**src/rtl/io_led_sequencer.sv**
```systemverilog
// rtl/io_led_sequencer.sv - DIP debounce plus LED mode sequencer (mirror/count/walk/blink)
// Optional feature macro: IO_LED_SEQ_BLINK_EN (undefined: mode 11 behaves as mirror)
module io_led_sequencer #(
    parameter int DB_CYCLES   = 50000,
    parameter int STEP_CYCLES = 12500000
) (
    input  logic       clk,
    input  logic       rst_n,
    input  logic [7:0] trainer_dip,
    output logic [7:0] led,
    output logic [7:0] dip_db,
    output logic       dip_changed,
    output logic [1:0] mode
);

    localparam int DBW = $clog2(DB_CYCLES + 1);
    localparam int SW  = $clog2(STEP_CYCLES);
    localparam logic [DBW-1:0] DB_LAST   = DBW'(DB_CYCLES - 1);
    localparam logic [DBW-1:0] DB_DONE   = DBW'(DB_CYCLES);
    localparam logic [SW-1:0]  STEP_LAST = SW'(STEP_CYCLES - 1);

    typedef enum logic [1:0] {
        IDLE = 2'd0,
        LOAD = 2'd1,
        RUN  = 2'd2
    } state_t;

    logic [7:0]     sync1;
    logic [7:0]     sync2;
    logic [7:0]     cand;
    logic [DBW-1:0] db_cnt;
    logic           qualify;

    state_t         state;
    logic [SW-1:0]  step;
    logic [7:0]     pattern;
    logic           tick;
    logic           mode_change;
    logic           is_mirror;
`ifdef IO_LED_SEQ_BLINK_EN
    logic           phase;
    logic           phase_next;
`endif

    always_ff @(posedge clk or negedge rst_n) begin
        if (!rst_n) begin
            sync1 <= 8'h00;
            sync2 <= 8'h00;
        end else begin
            sync1 <= trainer_dip;
            sync2 <= sync1;
        end
    end

    // Counter saturates at DB_CYCLES so a held value qualifies exactly once.
    always_ff @(posedge clk or negedge rst_n) begin
        if (!rst_n) begin
            cand   <= 8'h00;
            db_cnt <= '0;
        end else if (sync2 != cand) begin
            cand   <= sync2;
            db_cnt <= '0;
        end else if (db_cnt != DB_DONE) begin
            db_cnt <= db_cnt + 1'b1;
        end
    end

    assign qualify = (sync2 == cand) && (db_cnt == DB_LAST);

    always_ff @(posedge clk or negedge rst_n) begin
        if (!rst_n) begin
            dip_db      <= 8'h00;
            dip_changed <= 1'b0;
        end else begin
            dip_changed <= qualify && (cand != dip_db);
            if (qualify) begin
                dip_db <= cand;
            end
        end
    end

    assign tick        = (step == STEP_LAST);
    assign mode_change = dip_changed && (dip_db[7:6] != mode);

`ifdef IO_LED_SEQ_BLINK_EN
    assign is_mirror  = (mode == 2'b00);
    assign phase_next = tick ? ~phase : phase;
`else
    assign is_mirror  = (mode == 2'b00) || (mode == 2'b11);
`endif

    always_ff @(posedge clk or negedge rst_n) begin
        if (!rst_n) begin
            state   <= IDLE;
            mode    <= 2'b00;
            step    <= '0;
            pattern <= 8'h00;
            led     <= 8'h00;
`ifdef IO_LED_SEQ_BLINK_EN
            phase   <= 1'b0;
`endif
        end else begin
            case (state)
                IDLE: begin
                    led <= 8'h00;
                    if (qualify) begin
                        state <= LOAD;
                    end
                end
                LOAD: begin
                    mode  <= dip_db[7:6];
                    step  <= '0;
                    state <= RUN;
                    case (dip_db[7:6])
                        2'b01: begin
                            pattern <= 8'h00;
                            led     <= 8'h00;
                        end
                        2'b10: begin
                            pattern <= 8'h01;
                            led     <= 8'h01;
                        end
`ifdef IO_LED_SEQ_BLINK_EN
                        2'b11: begin
                            phase <= 1'b1;
                            led   <= {2'b00, dip_db[5:0]};
                        end
`endif
                        default: led <= dip_db;
                    endcase
                end
                RUN: begin
                    // A mode change discards any coincident tick.
                    if (mode_change) begin
                        state <= LOAD;
                        if (is_mirror) begin
                            led <= dip_db;
                        end
                    end else begin
                        step <= tick ? '0 : step + 1'b1;
                        case (mode)
                            2'b01: begin
                                if (tick) begin
                                    pattern <= pattern + 8'd1;
                                    led     <= pattern + 8'd1;
                                end
                            end
                            2'b10: begin
                                if (tick) begin
                                    pattern <= {pattern[6:0], pattern[7]};
                                    led     <= {pattern[6:0], pattern[7]};
                                end
                            end
`ifdef IO_LED_SEQ_BLINK_EN
                            2'b11: begin
                                phase <= phase_next;
                                led   <= phase_next ? {2'b00, dip_db[5:0]} : 8'h00;
                            end
`endif
                            default: led <= dip_db;
                        endcase
                    end
                end
                default: state <= IDLE;
            endcase
        end
    end

endmodule
```
**config.mk**
```make
export PLATFORM = sky130hd
export DESIGN_NAME = io_led_sequencer
export DESIGN_NICKNAME = d
export VERILOG_FILES = /design/src/rtl/io_led_sequencer.sv
export SDC_FILE = /design/constraint.sdc
export NUM_CORES = 1
export LEC_CHECK = 0
export CAP_MARGIN = 30
export CORE_MARGIN = 2
export CORE_UTILIZATION = 60
export CTS_CLUSTER_DIAMETER = 60
export DETAILED_ROUTE_END_ITERATION = 7
export PLACE_DENSITY = 0.83
export SETUP_SLACK_MARGIN = 0.1
export SLEW_MARGIN = 20
export SYNTH_ARGS = -nofsm -noshare
export SYNTH_HDL_FRONTEND = slang
export SYNTH_SLANG_ARGS = --single-unit
```
**constraint.sdc**
```tcl
create_clock -name clk -period 4 [get_ports clk]
set_clock_uncertainty 0.2 [all_clocks]
set_input_delay 1.2 -clock clk [delete_from_list [all_inputs] [get_ports clk]]
set_output_delay 1.2 -clock clk [all_outputs]
set_load 0.01 [all_outputs]
```
==> results.json, run 1 <==
{
  "fmax_ghz": 0.342,
  "cts_inserted_buffers": 9,
  "worst_ep_required_time_ns": 2.60,
  "yosysSeqAreaShare_pct": 46.7,
  "clk_pin_slew_ns": 0.11,
  "cp.arrival_ns": 1.53,
  "p_seq_share_pct": 59.0,
  "drive_above_1_share_pct": 7.82,
  "drtAntennaViolNets": 0,
  "cts_hold_repair.buffers": 0,
  "top_level_ports": 29,
  "worstSetupEndpointType": "primary output",
  "clkPwrFrac_pct": 38.4,
  "grt_overflow": 0,
  "via_count": 3935,
  "finalHoldViolCount": 0,
  "synth-seq-cells": 93,
  "power_leakage_nw": 2.26,
  "nets": 555,
  "crit_type": "register to primary output",
  "hold_path_startpoint": "sync1[6]$_DFF_PN0_",
  "grt_util_met3_pct": 3.87,
  "synth_cell_types": 63,
  "antenna_found_initial": 0,
  "final.setup.tns_ns": 0,
  "wl_um": 10600,
  "gp_congestion": 0.907,
  "wl_per_cell_um": 16.5,
  "syn_inst": 521,
  "path_delay_family": "buffers and inverters",
  "num_antenna_cells": 0,
  "finalPower_mw": 1.63,
  "path_max_fanout": 8,
  "switchingPower_mw": 0.414,
  "htree_levels": 3,
  "synth_warnings": 0,
  "worst_slew_pin_slew_ns": 0.785,
  "period_minus_slack_ns": 2.93,
  "rsz0062_at_grt": "false",
  "top_usage_layer": "met2",
  "status": "completed",
  "cts_buffer_depth": 2,
  "p_comb_share_pct": 2.6,
  "final_util_pct": 67.7,
  "final_common_cell": "dfrtp_1",
  "ys_async_sr_fraction_pct": 100,
  "start_util_pct": 61.3,
  "r2r-start": "state[0]$_DFFE_PN0P_",
  "relSlewSlack_pct": 47.3,
  "rows": 33,
  "syn_to_final_growth_pct": 10.4,
  "max_stage_delay_ns": 0.62,
  "syn_area_sq_um": 4990,
  "routed_via_density": 6.13,
  "ir_drop_v": 0.000275,
  "worstSetupStartpoint": "dip_db[6]$_DFFE_PN0P_",
  "cts_root_buf": "clkbuf_8",
  "cts_sinks": 93,
  "grt.total_usage_pct": 25.1,
  "crit_buf_inv": 1,
  "avgSynthCellArea_sq_um": 9.57,
  "synth-main-ff-cell": "dfrtp_1",
  "post-dp-hpwl_um": 7430,
  "die-width_um": 95.2,
  "cts_resized": 0,
  "period_share_pct": 73.1,
  "min-delay-path-class": "register to register",
  "port_buffers": 28,
  "route.detailed.drc": 0,
  "power.internal_mw": 1.21,
  "grt_util_met1_pct": 33.9,
  "final_cell_mix": "dfrtp_1 (93), nor2_1 (53), nand2_1 (38), xor2_1 (35), nand3_1 (28)",
  "first_pass_iters": 5,
  "finalSetupViolCount": 0,
  "whs_ns": 0.139,
  "cts_tree": "built",
  "coreArea_sq_um": 8130,
  "worstPathCellList": "clkdlybuf4s50_1",
  "grt_pass1_wl_um": 17800,
  "critPathLaunchType": "register",
  "slowest_stage": "clkdlybuf4s50_1",
  "grt_pass1_vias": 3784,
  "drv_slew": 0,
  "synth_edf_count": 0,
  "synth_fp_nets": 544,
  "die_h_um": 95.2,
  "grt_max_degree": 53,
  "drtIter0Drc": 173,
  "drv_cap": 0,
  "swShare_pct": 25.4,
  "insertion_delay_ns": 0.38,
  "p_per_area_nw_per_um2": 296,
  "use_met2_pct": 42.1,
  "postCtsSetupBuffers": 0,
  "fp.dieArea_sq_um": 9060
}
## cells in the mapped netlist, types with 2 or more instances
| cell | number | area, sq um |
|---|---|---|
| buf_2 | 3 | 15.0 |
| a22oi_1 | 3 | 22.5 |
| inv_1 | 19 | 71.3 |
| o22ai_1 | 6 | 37.5 |
| o2111ai_1 | 4 | 35.0 |
| o211ai_1 | 7 | 52.6 |
| o311ai_0 | 2 | 17.5 |
| clkbuf_1 | 27 | 101 |
| or2_2 | 4 | 25.0 |
| mux2i_1 | 5 | 50.1 |
| and3_1 | 8 | 50.1 |
| o21ai_0 | 26 | 130 |
| nand3b_1 | 3 | 22.5 |
| and2_1 | 6 | 37.5 |
| nor4_1 | 8 | 50.1 |
| o2bb2ai_1 | 6 | 52.6 |
| xnor2_1 | 14 | 123 |
| nor3_1 | 8 | 40.0 |
| o21ai_1 | 2 | 10.0 |
| a31oi_1 | 2 | 12.5 |
| or3_1 | 8 | 50.1 |
| nand3_1 | 28 | 140 |
| nor4b_1 | 2 | 17.5 |
| nand4b_1 | 4 | 35.0 |
| xor2_1 | 35 | 307 |
| nand2_1 | 38 | 143 |
| a21oi_1 | 16 | 80.1 |
| dfrtp_1 | 93 | 2330 |
| o31ai_1 | 2 | 15.0 |
| ha_1 | 13 | 163 |
| mux2_2 | 9 | 101 |
| nand4_1 | 22 | 138 |
| clkinv_1 | 2 | 7.51 |
| a32oi_1 | 2 | 17.5 |
| nor2_1 | 53 | 199 |
| o21bai_1 | 2 | 15.0 |
| nand2b_1 | 3 | 18.8 |
## power by group through the flow
stage          Clock (mW)  Sequential [mW]  Combinational [mW]
2_1_floorplan           0            0.977              0.0142
6_report            0.625            0.961              0.0420
5_1_grt             0.675            0.962              0.0485
3_5_place_dp            0            0.979              0.0435
4_1_cts             0.635            0.961              0.0438
3_3_place_gp            0            0.978              0.0422
## routing by layer
layer | vias up | routed length, um | share of wire, %
met1 | 1934 | 4830 | 45
li1 | 1885 | - | -
met4 | 0 | 136 | 1.3
met5 | - | 0 | 0
met2 | 102 | 5230 | 49
met3 | 14 | 425 | 4.0
## flip-flops by register name, indices dropped and copies added, names as in the netlist
signal,cells
pattern,8
mode,2
state,2
sync2,8
dip_db,8
step,24
cand,8
sync1,8
led,8
db_cnt,16
dip_changed,1
## cell type report
cell class                      count  area [sq um]
Clock inverter                      7          72.6
Tap cell                          105           131
Clock buffer                        9           124
Multi-Input combinational cell    375          2450
Inverter                           21          78.8
Fill cell                         614          2630
Timing Repair Buffer               32           320
Sequential cell                    93          2330
## metrics by stage
step	instance area (sq um)	setup slack (ns)	instances
2_1_floorplan	4990	1.56	521
3_5_place_dp	5310	1.30	626
3_3_place_gp	5300	1.12	625
4_1_cts	5510	1.06	642
6_report	5510	1.07	642
5_1_grt	5510	1.00	642
## path summary, 6_finish.rpt
| check | endpoint | slack [ns] | cells after the start |
|---|---|---|---|
| setup / recovery | dip_db[6] | 1.07 | 1 |
| hold / removal | sync2[6]$_DFF_PN0_ | 0.14 | 0 |
| setup reg to reg | led[6]$_DFFE_PN0P_ | 1.24 | 7 |
| hold reg to reg | sync2[6]$_DFF_PN0_ | 0.14 | 0 |
| max in group asynchronous | sync2[1]$_DFF_PN0_ | 2.34 | 2 |
| min in group asynchronous | pattern[4]$_DFFE_PN0P_ | 0.61 | 1 |
## cell families (layout without fill, tap and decap cells)
| group | after synthesis | count (layout) | synth area share (%) |
|---|---|---|---|
| multiplexers | 15 | 15 | 3.26 |
| AO/OA/AOI/OAI | 94 | 94 | 12.8 |
| flip-flops | 93 | 93 | 46.7 |
| buffers and inverters | 53 | 69 | 4.21 |
| XOR/XNOR | 49 | 49 | 8.60 |
| adder cells (fa/ha/maj) | 13 | 13 | 3.26 |
| AND/OR/NAND/NOR | 204 | 204 | 21.2 |
Power figures use the tool's default switching activity.
==> inputs of run 2 (changes only) <==
==> constraint.sdc (replaced) <==
create_clock -name clk -period 3.06 [get_ports clk]
set_clock_uncertainty 0.2 [all_clocks]
set_input_delay 0.918 -clock clk [delete_from_list [all_inputs] [get_ports clk]]
set_output_delay 0.918 -clock clk [all_outputs]
set_load 0.01 [all_outputs]
==> run 2 against run 1 <==
Final cell count is 0.31% higher. Sequential power is 31% higher. Cell area is 0.48% higher. Combinational power is 32% higher. First-iteration DRC count is 51% higher. Register-to-register slack worse by 0.84 ns. Critical path depth stayed put. Sequential share of layout area is 0.20 points lower. Global-route usage is 0.91 points higher. Setup slack worse by 0.68 ns. Clock-buffer cell count stayed put. Core utilization is 0.32 points higher. Critical path type unchanged. Largest power group unchanged.
==> results.json, run 2 (same netlist as run 1, synthesis figures left out) <==
{
  "crit_type": "register to primary output",
  "final_cell_mix": "dfrtp_1 (93), nor2_1 (53), nand2_1 (38), xor2_1 (35), nand3_1 (28)",
  "antenna_found_initial": 0,
  "p_seq_share_pct": 57.6,
  "period_share_pct": 87.0,
  "die-width_um": 95.2,
  "cts_buffer_depth": 2,
  "fp.dieArea_sq_um": 9060,
  "wl_per_cell_um": 16.7,
  "finalSetupViolCount": 0,
  "min-delay-path-class": "register to register",
  "post-dp-hpwl_um": 7520,
  "grt.total_usage_pct": 26.0,
  "status": "completed",
  "start_util_pct": 61.3,
  "cts_inserted_buffers": 9,
  "final_common_cell": "dfrtp_1",
  "r2r-start": "db_cnt[12]$_DFFE_PN0P_",
  "min_to": "sync2[3]$_DFF_PN0_",
  "drv_cap": 0,
  "grt_overflow": 0,
  "reg_top3": "step (24), db_cnt (16)",
  "power.internal_mw": 1.66,
  "nFillCells": 591,
  "gp_congestion": 0.931,
  "drtIter0Drc": 262,
  "coreArea_sq_um": 8130,
  "largest_register": "step",
  "hold_depth": 0,
  "period_minus_slack_ns": 2.66,
  "seqCellArea_sq_um": 2330,
  "wl_um": 10800,
  "clk_pin_slew_ns": 0.10,
  "die_h_um": 95.2,
  "grt_max_degree": 54,
  "rows": 33,
  "ir_drop_v": 0.000324,
  "fmax_ghz": 0.375,
  "path_max_fanout": 8,
  "multi_input_area_sq_um": 2450,
  "route.detailed.drc": 0,
  "path_delay_family": "buffers and inverters",
  "worstPathCellList": "clkdlybuf4s50_1",
  "switchingPower_mw": 0.523,
  "port_buffers": 28,
  "clkPwrFrac_pct": 39.9,
  "crit_buf_inv": 1,
  "slowest_stage": "clkdlybuf4s50_1",
  "drtAntennaViolNets": 0,
  "rsz0062_at_grt": "false",
  "p_comb_share_pct": 2.5,
  "cp.arrival_ns": 1.55,
  "reg2reg_slack_ns": 0.40,
  "first_pass_iters": 5,
  "top_level_ports": 29,
  "cts_tree": "built",
  "worst_ep_required_time_ns": 1.94,
  "grt_pass1_wl_um": 18400,
  "insertion_delay_ns": 0.37,
  "cts_hold_repair.buffers": 0,
  "reg2reg_to": "dip_db[0]$_DFFE_PN0P_",
  "drive_above_1_share_pct": 8.35,
  "relSlewSlack_pct": 59.9,
  "whs_ns": 0.154,
  "num_antenna_cells": 0,
  "worstSetupEndpointType": "primary output",
  "power_leakage_nw": 2.28,
  "max_stage_delay_ns": 0.61,
  "p_per_area_nw_per_um2": 394,
  "nets": 557,
  "drv_slew": 0,
  "routed_via_density": 6.24,
  "hold_path_startpoint": "sync1[3]$_DFF_PN0_",
  "worst_slew_pin_slew_ns": 0.597,
  "via_count": 4018,
  "swShare_pct": 24.0,
  "grt_pass1_vias": 3904,
  "reg2regPathDepth": 4,
  "final.setup.tns_ns": 0,
  "largest_reg_flops": 24,
  "htree_levels": 3,
  "syn_to_final_growth_pct": 10.9,
  "finalHoldViolCount": 0,
  "critPathLaunchType": "register",
  "cts_sinks": 93,
  "cts_root_buf": "clkbuf_8"
}
-- run 2: per-layer routing --
layer / share of wire, % / GRT usage [%]
met5: 0 / 0
met4: 1.4 / 9.42
met3: 5.0 / 5.30
met2: 49 / 42.5
met1: 45 / 34.5
-- run 2: area by class of cell --
cell class / count / area share, %
Timing Repair Buffer: 34 / 6.06
Clock buffer: 9 / 2.24
Clock inverter: 7 / 1.45
Multi-Input combinational cell: 375 / 44.4
Tap cell: 105 / 2.38
Inverter: 21 / 1.43
Sequential cell: 93 / 42.1
-- run 2: power by group through the flow --
stage / Sequential [mW] / Combinational (mW) / Clock, mW
after floorplan: 1.28 / 0.0186 / 0
after global placement: 1.28 / 0.0552 / 0
after detailed placement: 1.28 / 0.0571 / 0
after CTS: 1.26 / 0.0578 / 0.882
after global routing: 1.26 / 0.0633 / 0.940
final: 1.26 / 0.0555 / 0.869
-- run 2: worst max-delay path by stage --
stage                            from                     to  slack (ns)  depth (start not counted)
3_5_place_dp      step[0]$_DFFE_PN0P_    step[6]$_DFFE_PN0P_        0.21                          7
3_3_place_gp      step[0]$_DFFE_PN0P_    step[8]$_DFFE_PN0P_        0.31                          7
2_1_floorplan  db_cnt[12]$_DFFE_PN0P_  dip_db[1]$_DFFE_PN0P_        0.62                          5
6_report        dip_db[6]$_DFFE_PN0P_              dip_db[6]        0.40                          1
5_1_grt          state[0]$_DFFE_PN0P_   step[21]$_DFFE_PN0P_        0.30                          8
4_1_cts           step[0]$_DFFE_PN0P_   step[11]$_DFFE_PN0P_        0.21                          7
-- run 2: per-stage QoR --
| stage | power [mW] | instances | utilization, % | setup WS, ns | instance area [sq um] |
|---|---|---|---|---|---|
| 2_1_floorplan | 1.30 | 521 | - | 0.618 | 4990 |
| 3_3_place_gp | 1.33 | 628 | 65.5 | 0.313 | 5320 |
| 3_5_place_dp | 1.34 | 628 | 65.5 | 0.207 | 5320 |
| 4_1_cts | 2.20 | 644 | 68.0 | 0.213 | 5530 |
| 5_1_grt | 2.26 | 644 | 68.0 | 0.298 | 5530 |
| 6_report | 2.18 | 644 | 68.0 | 0.396 | 5530 |
-- run 2: what timing repair did --
item	in CTS	in global routing
buffers inserted	0	0
endpoints found under the hold margin	0	0
setup endpoints to repair	0	10
resized for setup	0	1
